--- src/rtl/survivor_ram_pkg.sv ---
// Shared widths/defaults for the survivor-path memory and its read-control word.
// The macros give the codebase-wide defaults picked up by the top's parameters.
`ifndef WD_RAM_ADDRESS
`define WD_RAM_ADDRESS 2
`endif
`ifndef WD_SURV_DATA
`define WD_SURV_DATA 8
`endif
`ifndef SURV_READ_FIRST
`define SURV_READ_FIRST 1
`endif

package survivor_ram_pkg;

  // Per-read control captured alongside the array read.
  typedef struct packed {
    logic err;   // offset beyond stored history
    logic zero;  // force data to 0 (miss or post-reset)
    logic byp;   // return captured write data instead of array data
  } rd_ctl_t;

  localparam rd_ctl_t RD_CTL_RESET = '{err: 1'b0, zero: 1'b1, byp: 1'b0};

endpackage

--- src/rtl/ram_sdp_core.sv ---
// Simple dual-port array: one synchronous write port, one registered read port.
// Latency: read data 1 cycle after rd_en; output holds while rd_en is low.
// Backpressure: none; no reset so the array maps onto block RAM.
module ram_sdp_core #(
  parameter int WD_DATA = 8,
  parameter int WD_ADDR = 2
) (
  input  logic               WCLK,
  input  logic               wr_en,
  input  logic [WD_ADDR-1:0] wr_addr,
  input  logic [WD_DATA-1:0] wr_dat,
  input  logic               rd_en,
  input  logic [WD_ADDR-1:0] rd_addr,
  output logic [WD_DATA-1:0] rd_dat
);

  logic [WD_DATA-1:0] mem [2**WD_ADDR];

  // Same-address read and write return the old contents.
  always_ff @(posedge WCLK) begin
    if (wr_en) mem[wr_addr] <= wr_dat;
    if (rd_en) rd_dat <= mem[rd_addr];
  end

endmodule

--- src/rtl/survivor_ram.sv ---
// Circular survivor-path buffer: one decision vector written per cycle, read back by age.
// Latency: write visible next cycle; read result exactly 1 cycle after rd_req.
// Backpressure: none; writes always accepted, oldest word overwritten once full.
module survivor_ram
  import survivor_ram_pkg::*;
#(
  parameter int WD_DATA    = `WD_SURV_DATA,
  parameter int WD_ADDR    = `WD_RAM_ADDRESS,
  parameter bit READ_FIRST = `SURV_READ_FIRST
) (
  input  logic               WCLK,
  input  logic               reset,
  input  logic               flush,
  input  logic               wr_vld,
  input  logic [WD_DATA-1:0] wr_dat,
  input  logic               rd_req,
  input  logic [WD_ADDR-1:0] rd_offset,
  output logic               rd_vld,
  output logic [WD_DATA-1:0] rd_dat,
  output logic               rd_err,
  output logic [WD_ADDR:0]   count,
  output logic               full
);

  localparam logic [WD_ADDR:0] CNT_MAX = (WD_ADDR+1)'(2**WD_ADDR);

  logic [WD_ADDR-1:0] wr_ptr;
  logic [WD_ADDR-1:0] rd_addr;
  logic [WD_ADDR-1:0] wr_addr;
  logic [WD_ADDR:0]   count_inc;
  logic               hit;
  logic               coll;
  logic               mem_we;
  logic [WD_DATA-1:0] core_q;
  logic [WD_DATA-1:0] byp_dat_q;
  rd_ctl_t            ctl_q;

  // All read decisions use the pre-edge pointer and occupancy.
  assign rd_addr   = wr_ptr - WD_ADDR'(1) - rd_offset;
  assign hit       = {1'b0, rd_offset} < count;
  assign coll      = full & wr_vld & (rd_addr == wr_ptr);
  assign mem_we    = wr_vld & ~reset;
  assign wr_addr   = flush ? '0 : wr_ptr;
  assign count_inc = count + 1'b1;

  ram_sdp_core #(
    .WD_DATA (WD_DATA),
    .WD_ADDR (WD_ADDR)
  ) u_core (
    .WCLK    (WCLK),
    .wr_en   (mem_we),
    .wr_addr (wr_addr),
    .wr_dat  (wr_dat),
    .rd_en   (rd_req),
    .rd_addr (rd_addr),
    .rd_dat  (core_q)
  );

  always_ff @(posedge WCLK) begin
    if (reset) begin
      wr_ptr <= '0;
      count  <= '0;
      full   <= 1'b0;
    end else if (flush) begin
      wr_ptr <= WD_ADDR'(wr_vld);
      count  <= (WD_ADDR+1)'(wr_vld);
      full   <= 1'b0;
    end else if (wr_vld) begin
      wr_ptr <= wr_ptr + 1'b1;
      if (!full) begin
        count <= count_inc;
        full  <= (count_inc == CNT_MAX);
      end
    end
  end

  // Flags and bypass data only move on a request, so outputs hold while idle.
  always_ff @(posedge WCLK) begin
    if (reset) begin
      rd_vld <= 1'b0;
      ctl_q  <= RD_CTL_RESET;
    end else begin
      rd_vld <= rd_req;
      if (rd_req) begin
        ctl_q.err  <= ~hit;
        ctl_q.zero <= ~hit;
        ctl_q.byp  <= hit & coll & ~READ_FIRST;
        byp_dat_q  <= wr_dat;
      end
    end
  end

  assign rd_err = ctl_q.err;
  assign rd_dat = ctl_q.zero ? '0 : (ctl_q.byp ? byp_dat_q : core_q);

endmodule

--- config.mk ---
export PLATFORM = sky130hd
export DESIGN_NAME = survivor_ram
export DESIGN_NICKNAME = d
export VERILOG_FILES = /design/src/rtl/survivor_ram_pkg.sv /design/src/rtl/ram_sdp_core.sv /design/src/rtl/survivor_ram.sv
export SDC_FILE = /design/constraint.sdc
export NUM_CORES = 1
export LEC_CHECK = 0
export ABC_AREA = 1
export CAP_MARGIN = 10
export CORE_UTILIZATION = 45
export CTS_BUF_LIST = sky130_fd_sc_hd__clkbuf_4 sky130_fd_sc_hd__clkbuf_8 sky130_fd_sc_hd__clkbuf_16
export DETAILED_ROUTE_END_ITERATION = 7
export HOLD_SLACK_MARGIN = 0.02
export PLACE_DENSITY_LB_ADDON = 0.3
export SYNTH_ARGS = -nofsm -noshare
export SYNTH_HDL_FRONTEND = slang
export SYNTH_SLANG_ARGS = --single-unit
--- constraint.sdc ---
create_clock -name WCLK -period 1.7 [get_ports WCLK]
set_input_delay 0.34 -clock WCLK [delete_from_list [all_inputs] [get_ports WCLK]]
set_output_delay 0.34 -clock WCLK [all_outputs]
set_load 0.05 [all_outputs]
==> results.yml <==
outcome:
  status: "complete, no violations"
cells_and_area:
  area_growth_pct: 26.9
  final_util: 0.603
  final_cell_mix: "58 x nand2_1, 40 x edfxtp_1, 38 x inv_1"
  n_antenna_cell: 0
  drive_above_1_share: 0.147
  final_common_cell: "nand2_1"
  final_area_sq_um: 2660
  fin_nets: 270
power:
  peakVddDrop_uv: 556
  total_power_uw: 2400
  leakage_uw: 0.00115
  powerDensity_nw_per_um2: 901
setup_path:
  worst_path_most_repeated_cell: "nand2_1"
  slowest_stage: "clkdlybuf4s50_1"
  worst-path-buf-inv: 3
  crit_path_end_kind: "register"
  crit_path_start_kind: "primary input"
  critical-path-top-delay-family: "buffers and inverters"
  crit_required_ps: 1770
  critical_path.max_stage_delay_ps: 450
  cp_cell_sequence: "clkdlybuf4s50_1 -> inv_1 -> ha_1 -> buf_12 -> nand2_1 -> o21ai_0 -> nand2_1 -> nand2_1"
  crit_fanout: 32
  worst_ep_arrival_time_ps: 1650
  worstSetupPathType: "primary input to register"
sta:
  finalHoldViolCount: 0
  clock_skew_ps: 4.49
  min_period_ps: 1580
  timing.fmax_mhz: 633
  holdWs_ps: 475
  fin_crit_sh: 0.930
  drv_slew: 0
  relSlewSlack: 0.821
  setup_tns_ps: 0
  worstMarginPinSlew_ps: 268
  setup_viol: 0
  rsz0062_at_grt: "no"
yosys:
  ys_seq_area_frac: 0.659
  ys_warn_count: 0
  syn_area_sq_um: 2100
  yosysTopAreaCell: "edfxtp_1"
  synth_top_area_share: 0.573
  synth_fp_nets: 230
  synthDistinctLibCells: 20
  syn_avg_cell_area_sq_um: 9.94
  syn_inst: 211
  ys_ff_latch: 49
  synth.area.top_cells: "edfxtp_1 57%, nand2_1 11%, dfxtp_1 8.6%"
placed_design:
  hpwlAfterDp_mm: 2.42
  gp_congestion: 0.737
  numPortBuffers: 28
  place_area_sq_um: 2570
die:
  dieArea_sq_um: 4940
  io_pins: 29
  start_util: 0.475
  die_h_um: 70.3
  die_w_um: 70.3
  rows: 24
  core-area_sq_um: 4410
clocking:
  cts_buffer_depth: 2
  post_cts.repair.setup_buffers: 0
  cts_htree_levels: 2
  clk_latency_ps: 300
  cts_num_sinks: 49
  numCtsBuffers: 5
  cts_tree: "built"
  clk_pin_slew_ps: 90
  cts_root_buf: "clkbuf_8"
global_routing:
  grt-ovfl-total: 0
  grt_max_degree: 33
  track_usage: 0.150
  grt_pass1_vias: 1252
  grt_pass1_wl_mm: 5.59
  grt_antenna_before_repair: 0
routing:
  dr.first_iter.drc_count: 39
  wirelength_mm: 3.35
  wire_per_inst_um: 11.0
  ant_nets: 0
  firstDrtPassIters: 4
  route.detailed.drc: 0
  vias_per_cell: 4.57
  vias: 1388
job:
  maxCapViolations: 0
hold_path:
  hp-class: "register to register"
[cells in the mapped netlist]
cell / count
clkbuf_1: 1
nand3_1: 2
nand2_2: 1
xor2_1: 1
clkbuf_2: 1
inv_1: 38
nand2_4: 1
inv_2: 2
dfxtp_1: 9
nand2_1: 59
o21a_1: 1
nor3_1: 6
ha_1: 4
a21oi_1: 7
buf_2: 2
edfxtp_1: 40
buf_4: 1
o21ai_0: 19
nor2_1: 15
nand3b_1: 1
[worst reg2reg max path, cell delays in order (launching register included)]
cell and delay (ps):
dfxtp_1 410, inv_2 70, nor2_1 170, inv_1 90, nor3_1 160, buf_4 220
[sequential cells by signal, indices dropped and copies added, names as in the netlist]
signal,count
count,3
full,1
u_core.mem,32
rd_vld,1
rd_err,1
u_core.rd_dat,8
ctl_q,1
wr_ptr,2
[power breakdown]
part | internal, uW | leakage (uW) | switching [uW]
combinational | 149 | 0.000663 | 206
clock | 292 | 0.0000445 | 386
sequential | 1350 | 0.000445 | 19.4
total | 1790 | 0.00115 | 611
[repair_timing]
item	4_1_cts	5_1_grt
hold buffers	0	0
gates resized for setup	0	1
endpoints found under the setup margin	0	1
hold endpoints to repair	0	0
[cells by family (layout without fill, tap and decap cells)]
kind of cell	count (synthesis)	after routing	synth area share
xor+xnor	1	1	0.00418
simple gates	85	85	0.163
compound gates	27	27	0.0656
flops	49	49	0.659
fa+ha+maj	4	4	0.0239
buf+inv	45	86	0.0841
[final timing paths]
| path | startpoint | depth (start not counted) | endpoint | slack (ps) |
|---|---|---|---|---|
| hold / removal | rd_err$_SDFFE_PP0P_ | 2 | rd_err$_SDFFE_PP0P_ | 480 |
| setup reg to reg | wr_ptr[1]$_SDFFE_PP0P_ | 5 | u_core.mem[3][4]$_DFFE_PP_ | 290 |
| hold reg to reg | rd_err$_SDFFE_PP0P_ | 2 | rd_err$_SDFFE_PP0P_ | 480 |
| setup / recovery | rd_offset[0] | 8 | u_core.rd_dat[7]$_DFFE_PP_ | 120 |
[final cells by class]
type	instances	area [sq um]
inverter	40	150
tap	52	65.1
fill	369	1750
sequential	49	1380
multi-input combinational	117	542
clock buffer	5	68.8
timing repair buffer	38	433
clock inverter	3	21.3
[routing by layer]
metal	global-route usage	routed length [um]	share of wire	up-vias
met3	0.0346	97	0.029	7
met4	0.0733	64	0.019	0
met2	0.233	1590	0.47	23
li1	-	-	-	752
met1	0.197	1600	0.48	606
met5	0	0	0	-
[through the flow]
step / worst slack [ps] / cells
global placement: -198 / 296
detailed placement: -195 / 296
CTS: 133 / 304
floorplan: 33.5 / 211
finish: 119 / 304
global route: 38.0 / 304
Note: power is estimated with default switching activity, not from simulation.
